**src/rtl/t_seq_loader.sv**
```systemverilog
// Receive side of the T-sequence load protocol: writes packed T words into the T SRAM,
// tracks the length in bases and replays the stored sequence as a ready/valid base stream.
module t_seq_loader #(
  parameter int unsigned ADDR_W = 10
) (
  input  logic              clk,
  input  logic              rst,
  input  logic              i_set_t,
  input  logic [17:0]       i_t,
  output logic              o_busy,
  output logic [ADDR_W+2:0] o_len,
  output logic              o_len_valid,
  output logic              o_overflow,
  output logic              o_sram_we,
  output logic              o_sram_re,
  output logic [ADDR_W-1:0] o_sram_addr,
  output logic [13:0]       o_sram_wdata,
  input  logic [13:0]       i_sram_rdata,
  input  logic              i_rd_start,
  input  logic              i_rd_ready,
  output logic [1:0]        o_base,
  output logic              o_base_valid,
  output logic              o_base_last
);

  localparam int unsigned LenW = ADDR_W + 3;

  typedef enum logic [2:0] {StIdle, StRecv, StDone, StFetch, StWait, StStream} state_e;

  state_e            state_q;
  logic [ADDR_W-1:0] addr_q;
  logic [LenW-1:0]   len_q;
  logic              len_valid_q;
  logic              overflow_q;
  logic [13:0]       shift_q;
  logic [2:0]        cnt_q;
  logic              last_word_q;

  logic [2:0]      k;
  logic [LenW-1:0] addr_x7;
  logic [LenW-1:0] rem;
  logic            rem_le7;
  logic            t_unused;

  assign k        = i_t[16:14];
  assign t_unused = i_t[17];

  // 7 * addr, shared by the length computation (word counter) and replay (read address)
  assign addr_x7 = ({3'b000, addr_q} << 3) - {3'b000, addr_q};
  assign rem     = len_q - addr_x7;
  assign rem_le7 = (rem <= LenW'(7));

  always_ff @(posedge clk or posedge rst) begin
    if (rst) begin
      state_q     <= StIdle;
      addr_q      <= '0;
      len_q       <= '0;
      len_valid_q <= 1'b0;
      overflow_q  <= 1'b0;
      shift_q     <= '0;
      cnt_q       <= '0;
      last_word_q <= 1'b0;
    end else begin
      unique case (state_q)
        StIdle, StDone: begin
          if (i_set_t) begin
            state_q     <= StRecv;
            len_valid_q <= 1'b0;
            overflow_q  <= 1'b0;
            addr_q      <= '0;
          end else if (state_q == StDone && i_rd_start) begin
            state_q <= StFetch;
            addr_q  <= '0;
          end
        end
        StRecv: begin
          if (k != 3'd0) begin
            len_q       <= addr_x7 + LenW'(k);
            len_valid_q <= 1'b1;
            state_q     <= StDone;
          end else if (addr_q == '1) begin
            // Full word at the last address: 7*n + 7 = 7 * 2^ADDR_W
            len_q       <= addr_x7 + LenW'(7);
            len_valid_q <= 1'b1;
            overflow_q  <= 1'b1;
            state_q     <= StDone;
          end else begin
            addr_q <= addr_q + 1'b1;
          end
        end
        StFetch: begin
          state_q <= (len_q == '0) ? StIdle : StWait;
        end
        StWait: begin
          shift_q     <= i_sram_rdata;
          cnt_q       <= rem_le7 ? rem[2:0] : 3'd7;
          last_word_q <= rem_le7;
          state_q     <= StStream;
        end
        StStream: begin
          if (i_rd_ready) begin
            shift_q <= shift_q >> 2;
            cnt_q   <= cnt_q - 3'd1;
            if (cnt_q == 3'd1) begin
              if (last_word_q) begin
                state_q <= StDone;
              end else begin
                addr_q  <= addr_q + 1'b1;
                state_q <= StFetch;
              end
            end
          end
        end
        default: state_q <= StIdle;
      endcase
    end
  end

  assign o_busy       = (state_q == StRecv) || (state_q == StFetch) ||
                        (state_q == StWait) || (state_q == StStream);
  assign o_len        = len_q;
  assign o_len_valid  = len_valid_q;
  assign o_overflow   = overflow_q;
  assign o_sram_we    = (state_q == StRecv);
  assign o_sram_re    = (state_q == StFetch);
  assign o_sram_addr  = addr_q;
  assign o_sram_wdata = i_t[13:0];
  assign o_base_valid = (state_q == StStream);
  assign o_base       = o_base_valid ? shift_q[1:0] : 2'b00;
  assign o_base_last  = o_base_valid && last_word_q && (cnt_q == 3'd1);

endmodule
```
**config.mk**
```make
export PLATFORM = sky130hd
export DESIGN_NAME = t_seq_loader
export DESIGN_NICKNAME = d
export VERILOG_FILES = /design/src/rtl/t_seq_loader.sv
export SDC_FILE = /design/constraint.sdc
export NUM_CORES = 1
export LEC_CHECK = 0
export BUFFER_PORTS_ARGS = -buffer_cell sky130_fd_sc_hd__buf_2
export CORE_MARGIN = 3
export CORE_UTILIZATION = 40
export DETAILED_ROUTE_END_ITERATION = 16
export PLACE_DENSITY = 0.73
export SYNTH_ARGS = -nofsm -noshare
export SYNTH_HDL_FRONTEND = slang
export SYNTH_SLANG_ARGS = --single-unit
export TNS_END_PERCENT = 10
```
**constraint.sdc**
```tcl
create_clock -name clk -period 11.4 [get_ports clk]
set_input_delay 0.57 -clock clk [delete_from_list [all_inputs] [get_ports clk]]
set_output_delay 0.57 -clock clk [all_outputs]
set_load 0.01 [all_outputs]
```
# == After elaboration in Yosys (flattened, before gate mapping) ==
# Index checks and enable logic that the tools add are counted.
# W data, S select, Z words.
# totals
rom_bits,0
word_cells,82
memories,0
mem_bits_rw,0
output_inout_bits,46
latch_bits,0
input_bits,37
ff_bits,46
# op_classes
reduce_logical,20
n_eq_ne,16
n_div,0
n_lt_le_gt_ge,1
n_shift,0
mul,0
bitwise_logic,0
mux,31
n_addsub,6
# op_table
op,count
$mux W10,7
$pmux W10 S3,1
$pmux W14 S2,1
$mux W3,9
$mux W13,2
$pmux W3 S5,1
$mux W14,1
$add A13 B3 Y13,1
$add A13 B3 Y13 const B,1
$le A13 B3 Y1 const B,1
$logic_not A13 Y1,1
$sub A13 B10 Y13,1
$sub A13 B13 Y13,1
$add A10 B1 Y10 const B,1
$eq A10 B10 Y1 const B,1
$ne A2 B2 Y1 const B,5
$reduce_and A4 Y1,2
$reduce_and A7 Y1,1
$eq A3 B1 Y1 const B,2
$eq A3 B2 Y1 const B,2
$eq A3 B3 Y1 const B,2
$pmux W3 S2,1
$reduce_bool A2 Y1,3
$reduce_bool A3 Y1,2
13 further kinds,24

# == Longest topological paths before layout ==
# logic_depth
depth_word,5
ltp_mapped,17
mapped_depth_nobuf,17

# == Least setup slack after synthesis ==
# OpenSTA, ideal clock, no wires.
# synth_timing
path_kind,register to register
start,"register addr_q[0], in the netlist o_sram_addr[0]"
end,register cnt_q[0]
setup_slack_ns,7.388
path_stages_with_launch,17
arrival_ns,3.886
period_less_slack_ns,4.012
n_path_buf,0
path_cell_list,dfrtp_1 ha_1 nor4b_4 o21a_1 nor2_1 xnor2_1 inv_1 ha_1 o21ai_0 nand2b_1 o41a_1 o21ai_0 a311oi_2 or3_4 a2111oi_4 nand4_1 a221o_1
# synth_between
elab_chain_cells,5
# synth_rtl
element,line,rtl
start: declaration,31,logic [ADDR_W-1:0] addr_q;
start signal: assignment,88,addr_q <= addr_q + 1'b1;
start signal: assignment,108,addr_q <= addr_q + 1'b1;
$sub A13 B10 Y13 *,49,"assign addr_x7 = ({3'b000, addr_q} << 3) - {3'b000, addr_q};"
$sub A13 B13 Y13 *,50,assign rem = len_q - addr_x7;
$le A13 B3 Y1,51,assign rem_le7 = (rem <= LenW'(7));
$mux W3 *,96,cnt_q <= rem_le7 ? rem[2:0] : 3'd7;
$pmux W3 S2 *,64,unique case (state_q)
end signal: assignment,96,
end signal: assignment,103,cnt_q <= cnt_q - 3'd1;
end: declaration,36,logic [2:0] cnt_q;
# Mark *: on every way between the ends. The rest lies on a longest branch, timed or not.
# A chain may end at the register's enable or synchronous reset.

# == Final worst setup path ==
# Ends and elaborated chain as after synthesis.

==> metrics.yaml <==
drt:
  drc: 0
  drt_wl_total_um: 8500
  vias: 3189
  firstDrtPassIters: 5
  dr.first_iter.drc_count: 163
  detail-route-antenna-nets: 0
  vias_per_cell: 5.54
  wl_per_cell_um: 14.8
clock_tree:
  clk_transition_reported_paths_ps: 100
  clockBufferDepth: 2
  cts_made_buffers: 5
  clk-insertion-delay-late_ps: 310
  cts_hold_buf: 0
  cts.htree.levels: 2
  cts_resized: 0
  post_cts_buffers: 0
  cts_tree: "built"
  cts.sinks: 46
  cts_root_buffer: "clkbuf_8"
sta:
  whs_ps: 476
  finalCritPeriodShare_pct: 39.0
  tightest_slew_ps: 1020
  fin_skew_ps: 9.65
  finalSetupViolCount: 0
  clock.fmax_ghz: 0.225
  rsz0062_at_grt: "false"
  min_period_ps: 4450
  hold_viol: 0
  fin_ws_ps: 6950
  tns_ps: 0
  relSlewSlack_pct: 31.8
  slew_violations: 0
worst_setup_path:
  ff2ff_path_depth: 16
  r2r_start: "o_sram_addr[0]"
  arrival_ps: 4650
  regToRegEndpoint: "cnt_q[0]"
  cp_max_fo: 11
  regToRegSetupSlack_ps: 6950
  critPathCaptureType: "flip-flop"
  path_class: "flip-flop to flip-flop"
  cp.required_ps: 11610
  cp-start-kind: "flip-flop"
yosys:
  syn_avg_cell_area_um2: 8.55
  synth.most_common_cell: "nand2_1"
  syn_inst: 435
  async_reset_ff_share_pct: 100
  yosysTopAreaCell: "dfrtp_1"
  synth_area_leaders: "dfrtp_1, ha_1, o21ai_0, nand2_1, xnor2_1"
  yosysTopAreaCellShare_pct: 31.0
  ys.flop_type: "dfrtp_1"
  synthTopCellsByCount: "nand2_1, o21ai_0, dfrtp_1, inv_1, nor2_1"
  synthesis.area_um2: 3720
  synth-warning-count: 0
  ys_types: 66
  syn_nets: 497
  ys_ff_latch: 46
  synth_edf_count: 0
  synth-seq-area-share_pct: 31.0
global_routing:
  grt_pass1_wl_um: 14200
  grt_max_degree: 47
  grt_usage_pct: 16.6
  grt_overflow_total: 0
  grt_pass1_vias: 3036
  antenna_found_initial: 0
min_path:
  whs_path_depth: 2
  hp-class: "input port to flip-flop"
  hp-start: "i_sram_rdata[13]"
  whs_endpoint: "shift_q[13]"
place:
  place_area_um2: 3960
  dp_slack_ps: 7000
  gp_congestion: 0.866
  hpwl_um: 6470
  portBuffers: 53
die:
  core_area_um2: 8890
  num_rows: 34
  io_pins: 83
  start_util_pct: 41.8
  dieArea_um2: 10500
  die_y_um: 102
  die_x_um: 102
pwr:
  p_total_mw: 1.47
  pwr_density_cell_nw_per_um2: 361
  p_leak_nw: 1.86
  max-vdd-ir-drop_mv: 0.0982
flow_run:
  max_cap_violations: 0
layout:
  diodes: 0
  finalInstanceArea_um2: 4060
  nets: 529
  layout-drive-gt1-share_pct: 18.2
  syn_to_final_growth_pct: 9.12
status:
  status: "finished clean"
metal layers:
metal,global-route usage (%),part of all wire (%),vias up
met3,3.21,5.2,13
met2,28.0,47,76
met4,4.64,1.8,0
met1,21.8,46,1505
met5,0,0,-
li1,-,-,1595
sequential cells by signal, indices dropped and copies added (netlist names):
register     count
shift_q         14
o_len           13
o_sram_addr     10
cnt_q            3
state_q          3
last_word_q      1
o_len_valid      1
o_overflow       1
power by group:
part           leakage [nW]  total (mW)  internal [mW]  switching (mW)
clock network        0.0447       0.110         0.0445          0.0658
logic                  1.23        1.06          0.454           0.610
registers             0.587       0.292          0.224          0.0679
total                  1.86        1.47          0.722           0.744
logic make-up (layout without fill, tap and decap cells):
family	count (synthesis)	in the layout	synth area share, %
muxes	17	17	4.68
DFF	46	46	31.0
buffers and inverters	60	93	7.61
xor gates and xnor gates	28	28	6.80
adders and majority gates	25	25	8.82
AOI/OAI and AO/OA	120	120	22.1
and+or+nand+nor	139	139	19.0
stage by stage:
stage,utilization (%),instances
floorplan,-,435
global route,45.6,576
global placement,44.6,568
detailed placement,44.6,568
finish,45.6,576
CTS,45.6,576
critical path, cell delays in order (launching register included):
cell	delay [ps]
dfrtp_1	550
ha_1	440
nor4b_4	260
o21a_1	150
nor2_1	40
xnor2_1	270
inv_1	140
ha_1	340
o21ai_0	180
nand2b_1	110
o41a_1	160
o21ai_0	210
a311oi_2	160
or3_4	410
a2111oi_4	410
nand4_1	140
a221o_1	350
cells in the final DEF, fill, tap and decap left out, types with 11 or more instances in the layout:
master   netlist  layout
buf_2          1      53
o21ai_0       48      48
nor3_1        11      11
a21oi_1       13      13
nand2_1       52      52
ha_1          23      23
mux2i_1       14      14
xnor2_1       20      20
nor2_1        25      25
dfrtp_1       46      46
inv_1         30      29
how the worst max path moves through the flow:
stage / endpoint / startpoint / slack, ps
after global routing: cnt_q[0] / o_sram_addr[0] / 6530
after detailed placement: cnt_q[0] / o_sram_addr[0] / 7000
final: cnt_q[0] / o_sram_addr[0] / 6950
after CTS: cnt_q[0] / o_sram_addr[0] / 6980
after global placement: cnt_q[0] / o_sram_addr[0] / 7040
after floorplan: cnt_q[0] / o_sram_addr[0] / 7390
final cells by class:
cell class	count	area [µm²]
Inverter	31	116
Multi-Input combinational cell	329	2290
Sequential cell	46	1150
Clock buffer	5	68.8
Fill cell	860	4830
Clock inverter	3	25.0
Timing Repair Buffer	54	273
Tap cell	108	135
Power figures use the tool's default switching activity.
